**src/rtl/fetch_ctrl.sv**
```systemverilog
// Instruction fetch controller: one outstanding imem request, redirect flush, stall hold.
// Optional FETCH_PERF_EN adds fetch_count / redirect_count outputs.
module fetch_ctrl #(
    parameter logic [31:0] RESET_PC = 32'h0000_0000
) (
    input  logic        clk,
    input  logic        reset,
    input  logic        br_taken,
    input  logic [31:0] br_target,
    input  logic        jump,
    input  logic [31:0] jump_target,
    input  logic        jr,
    input  logic [31:0] jr_target,
    input  logic        stall,
    output logic        imem_req,
    output logic [31:0] imem_addr,
    input  logic        imem_ack,
    input  logic [31:0] imem_rdata,
    output logic        inst_valid,
    output logic [31:0] inst,
    output logic [31:0] inst_pc,
    output logic        align_fault
`ifdef FETCH_PERF_EN
    ,
    output logic [31:0] fetch_count,
    output logic [31:0] redirect_count
`endif
);

    typedef enum logic [1:0] {
        S_IDLE = 2'd0,
        S_REQ  = 2'd1,
        S_HOLD = 2'd2,
        S_DROP = 2'd3
    } state_t;

    state_t      r_state;
    logic [31:0] r_pc;
    logic [31:0] r_addr;
    logic        r_req;
    logic        r_inst_valid;
    logic [31:0] r_inst;
    logic [31:0] r_inst_pc;
    logic        r_align_fault;

    logic        w_redirect;
    logic [31:0] w_raw_tgt;
    logic [31:0] w_tgt;
    logic        w_accept;
    logic        w_consume;
    logic [31:0] w_addr_inc;

    assign w_redirect = br_taken | jump | jr;
    assign w_raw_tgt  = br_taken ? br_target : (jump ? jump_target : jr_target);
    assign w_tgt      = {w_raw_tgt[31:2], 2'b00};
    assign w_accept   = w_redirect && (r_state != S_IDLE);
    assign w_consume  = r_inst_valid && !stall;
    assign w_addr_inc = r_addr + 32'd4;

    always_ff @(posedge clk) begin
        if (!reset) begin
            r_state       <= S_IDLE;
            r_pc          <= RESET_PC;
            r_addr        <= RESET_PC;
            r_req         <= 1'b0;
            r_inst_valid  <= 1'b0;
            r_inst        <= 32'd0;
            r_inst_pc     <= 32'd0;
            r_align_fault <= 1'b0;
        end else begin
            if (w_accept && (w_raw_tgt[1:0] != 2'b00))
                r_align_fault <= 1'b1;
            case (r_state)
                S_IDLE: begin
                    r_state <= S_REQ;
                    r_req   <= 1'b1;
                    r_addr  <= r_pc;
                end
                S_REQ: begin
                    if (w_redirect) begin
                        r_pc         <= w_tgt;
                        r_inst_valid <= 1'b0;
                        // Without an ack the old request stays on the bus until it completes.
                        if (imem_ack)
                            r_addr <= w_tgt;
                        else
                            r_state <= S_DROP;
                    end else if (imem_ack) begin
                        r_inst       <= imem_rdata;
                        r_inst_pc    <= r_addr;
                        r_inst_valid <= 1'b1;
                        r_pc         <= w_addr_inc;
                        if (stall) begin
                            r_state <= S_HOLD;
                            r_req   <= 1'b0;
                        end else begin
                            r_addr <= w_addr_inc;
                        end
                    end else if (w_consume) begin
                        r_inst_valid <= 1'b0;
                    end
                end
                S_HOLD: begin
                    if (w_redirect) begin
                        r_pc         <= w_tgt;
                        r_addr       <= w_tgt;
                        r_req        <= 1'b1;
                        r_inst_valid <= 1'b0;
                        r_state      <= S_REQ;
                    end else if (!stall) begin
                        r_addr       <= r_pc;
                        r_req        <= 1'b1;
                        r_inst_valid <= 1'b0;
                        r_state      <= S_REQ;
                    end
                end
                S_DROP: begin
                    if (w_redirect)
                        r_pc <= w_tgt;
                    if (imem_ack) begin
                        r_addr  <= w_redirect ? w_tgt : r_pc;
                        r_state <= S_REQ;
                    end
                end
                default: r_state <= S_IDLE;
            endcase
        end
    end

`ifdef FETCH_PERF_EN
    logic [31:0] r_fetch_count;
    logic [31:0] r_redirect_count;

    always_ff @(posedge clk) begin
        if (!reset) begin
            r_fetch_count    <= 32'd0;
            r_redirect_count <= 32'd0;
        end else begin
            if (w_consume)
                r_fetch_count <= r_fetch_count + 32'd1;
            if (w_accept)
                r_redirect_count <= r_redirect_count + 32'd1;
        end
    end

    assign fetch_count    = r_fetch_count;
    assign redirect_count = r_redirect_count;
`endif

    assign imem_req    = r_req;
    assign imem_addr   = r_addr;
    assign inst_valid  = r_inst_valid;
    assign inst        = r_inst;
    assign inst_pc     = r_inst_pc;
    assign align_fault = r_align_fault;

endmodule

```
**config.mk**
```make
export PLATFORM = sky130hd
export DESIGN_NAME = fetch_ctrl
export DESIGN_NICKNAME = d
export VERILOG_FILES = /design/src/rtl/fetch_ctrl.sv
export SDC_FILE = /design/constraint.sdc
export NUM_CORES = 1
export LEC_CHECK = 0
export CAP_MARGIN = 25
export CELL_PAD_IN_SITES_DETAIL_PLACEMENT = 1
export CELL_PAD_IN_SITES_GLOBAL_PLACEMENT = 2
export CORE_MARGIN = 4
export CORE_UTILIZATION = 25
export DETAILED_ROUTE_END_ITERATION = 8
export PLACE_DENSITY = 0.84
export SKIP_CTS_REPAIR_TIMING = 1
export SLEW_MARGIN = 20
export SYNTH_ARGS = -nofsm -noshare
export SYNTH_HDL_FRONTEND = slang
export SYNTH_SLANG_ARGS = --single-unit
```
**constraint.sdc**
```tcl
create_clock -name clk -period 2.9 [get_ports clk]
set_clock_uncertainty 0.05 [all_clocks]
set_input_delay 0.29 -clock clk [delete_from_list [all_inputs] [get_ports clk]]
set_output_delay 0.29 -clock clk [all_outputs]
set_load 0.01 [all_outputs]
```
==> qor.yml <==
status: "completed"
setup_tns_ps: 0
drtIter0Drc: 449
ir_drop_uv: 412
rr_startpoint: "r_state[0]"
io_pins: 234
drive_above_1_share_pct: 9.44
synthCells: 987
p_seq_share_pct: 36.1
core_area_um2: 28600
hold_viol_final: 0
synth_edf_count: 0
start_util_pct: 25.3
power.internal_mw: 4.01
dominantRegCellSynth: "dfxtp_1"
final-seq-area_um2: 2660
crit_type: "flop to flop"
areaGrowthSynthToFinish_pct: 50.1
place_ws_ps: 192
clkTransAtPathRegs_ps: 70
grt_overflow: 0
holdCritPathClass: "input port to flop"
finalCritPeriodShare_pct: 92.5
relSlewSlack_pct: 50.9
hold_end: "inst[24]"
synthArstFlopShare_pct: 0
p_leak_nw: 3.72
root_buffer: "clkbuf_16"
final_common_cell: "clkdlybuf4s50_1"
worstRegToRegCells: 7
grt.total_usage_pct: 19.9
diodes: 0
grt_first_pass_wirelength_mm: 49.5
ys_seq_area_share_pct: 36.8
critPathArrivalTime_ps: 2910
required_ps: 3130
die_y_um: 178
min_period_ps: 2680
grt_max_degree: 65
worst_slew_pin_slew_ps: 737
final_cell_mix: "clkdlybuf4s50_1 (232), nand2_1 (204), dfxtp_1 (133), a21oi_1 (126), o21ai_0 (71)"
r2r_slack_ps: 220
cts_tree: "yes"
syn_area_um2: 7230
first_global_vias: 8694
yosysTopAreaCellShare_pct: 36.8
ys_warn_count: 0
switching_share_pct: 31.0
htreeDepth: 4
multi_input_area_um2: 4210
r2r_end: "r_pc[16]"
n_fill_cell: 3391
clock.fmax_mhz: 373
detail_route.wl_per_cell_um: 20.1
wirelength_mm: 32.4
dp_hpwl_mm: 23.7
dr.pass1.iters: 4
setup_violations: 0
synth_top_area_cell: "dfxtp_1"
vias: 8529
clock_sinks: 133
power.switching_mw: 1.80
fin_nets: 1356
viasPerCell: 5.29
drc_errors: 0
hold_depth: 3
syn_nets: 1127
rows: 62
share_comb_of_total_power_pct: 24.8
ant_nets: 0
dieArea_um2: 31700
path_max_fanout: 8
antenna_found_initial: 0
rsz0062_at_grt: "no"
die_x_um: 178
max-cap-violations: 0
place_congestion: 0.849
insertion_delay_ps: 420
synthTopCellsByArea: "dfxtp_1 (37%), nand2_1 (11%), a21oi_1 (8.8%)"
synth.distinct_cells: 63
hp-start: "imem_rdata[24]"
ys_seq_elements: 133
io_buffer_count: 233
cts_buffers: 17
drv_slew: 0
pwr-share-clk_pct: 39.1
layout_setup_ws_ps: 217
cts_buffer_depth: 2
powerDensity_nw_per_um2: 536
start_kind: "flop"
syn-mean-instance-area_um2: 7.33
cp-end-kind: "flop"
==> synthesized netlist by cell type, types with 7 or more instances <==
cell type / number
o22ai_1: 10
nor2_1: 66
clkbuf_1: 67
a211oi_1: 14
xor2_1: 14
a221o_1: 9
o221ai_1: 8
o211ai_1: 12
nand2_1: 205
buf_1: 9
a31oi_1: 7
nand4_1: 7
nor3_1: 19
nor4_1: 7
a22oi_1: 22
or3_1: 7
dfxtp_1: 133
o21ai_0: 72
xnor2_1: 12
a221oi_1: 14
nand3_1: 22
a21oi_1: 127
nand2b_1: 10
inv_1: 15
==> power by group through the flow <==
stage	logic (mW)	clock network (mW)	registers (mW)
finish	1.44	2.28	2.10
floorplan	0.661	0	2.14
detailed placement	1.43	0	2.14
CTS	1.44	2.33	2.10
global placement	1.41	0	2.13
global route	1.56	2.41	2.12
==> worst max path at each step <==
stage | start | end | slack [ps] | cells after the start
2_1_floorplan | imem_addr[2] | imem_addr[26] | 400 | 7
3_3_place_gp | stall | imem_addr[30] | 270 | 8
3_5_place_dp | stall | imem_addr[30] | 190 | 8
4_1_cts | r_state[0] | r_pc[16] | 200 | 7
5_1_grt | r_state[0] | r_pc[16] | 50 | 7
6_report | r_state[0] | r_pc[16] | 220 | 7
==> critical path: stages, from the launching register on <==
cell and delay (ps):
dfxtp_1 380, inv_1 80, ha_1 290, nor2_1 500, nand2_1 310, nand2_1 350, nor3_1 120, a2111oi_0 440
==> per-layer routing <==
| layer | GRT usage [%] | part of all wire (%) |
|---|---|---|
| met1 | 23.5 | 40 |
| met2 | 37.1 | 53 |
| met3 | 3.05 | 4.4 |
| met4 | 5.29 | 2.0 |
| met5 | 0 | 0 |
==> registers in the layout, indices dropped and copies added, names as in the netlist <==
name         count
r_state          2
inst_pc         32
inst_valid       1
align_fault      1
imem_req         1
imem_addr       32
inst            32
r_pc            32
==> kinds of logic (layout without fill, tap and decap cells) <==
logic type / count (synthesis) / count (layout) / share of synthesized area, %
AO/OA/AOI/OAI: 344 / 344 / 30.2
XOR/XNOR: 26 / 26 / 3.15
adder cells (fa/ha/maj): 5 / 5 / 0.865
buffers and inverters: 98 / 340 / 5.24
flip-flops: 133 / 133 / 36.8
multiplexers: 4 / 4 / 0.554
AND/OR/NAND/NOR: 377 / 377 / 23.2
==> through the flow <==
stage	instances	area (um2)	hold slack (ps)	util [%]	total power, mW
after floorplan	987	7230	376	-	2.80
after global placement	1581	10300	391	35.8	3.55
after detailed placement	1581	10300	397	35.8	3.57
after CTS	1613	10900	346	37.9	5.87
after global routing	1613	10900	361	37.9	6.08
final	1613	10900	371	37.9	5.82
==> area by class of cell <==
type	instances	share of cell area [%]
Sequential cell	133	24.5
Multi-Input combinational cell	756	38.8
Inverter	15	0.530
Timing Repair Buffer	293	26.2
Tap cell	384	4.42
Clock buffer	19	4.17
Clock inverter	13	1.43
No activity file was read; power rests on OpenSTA's default activity.
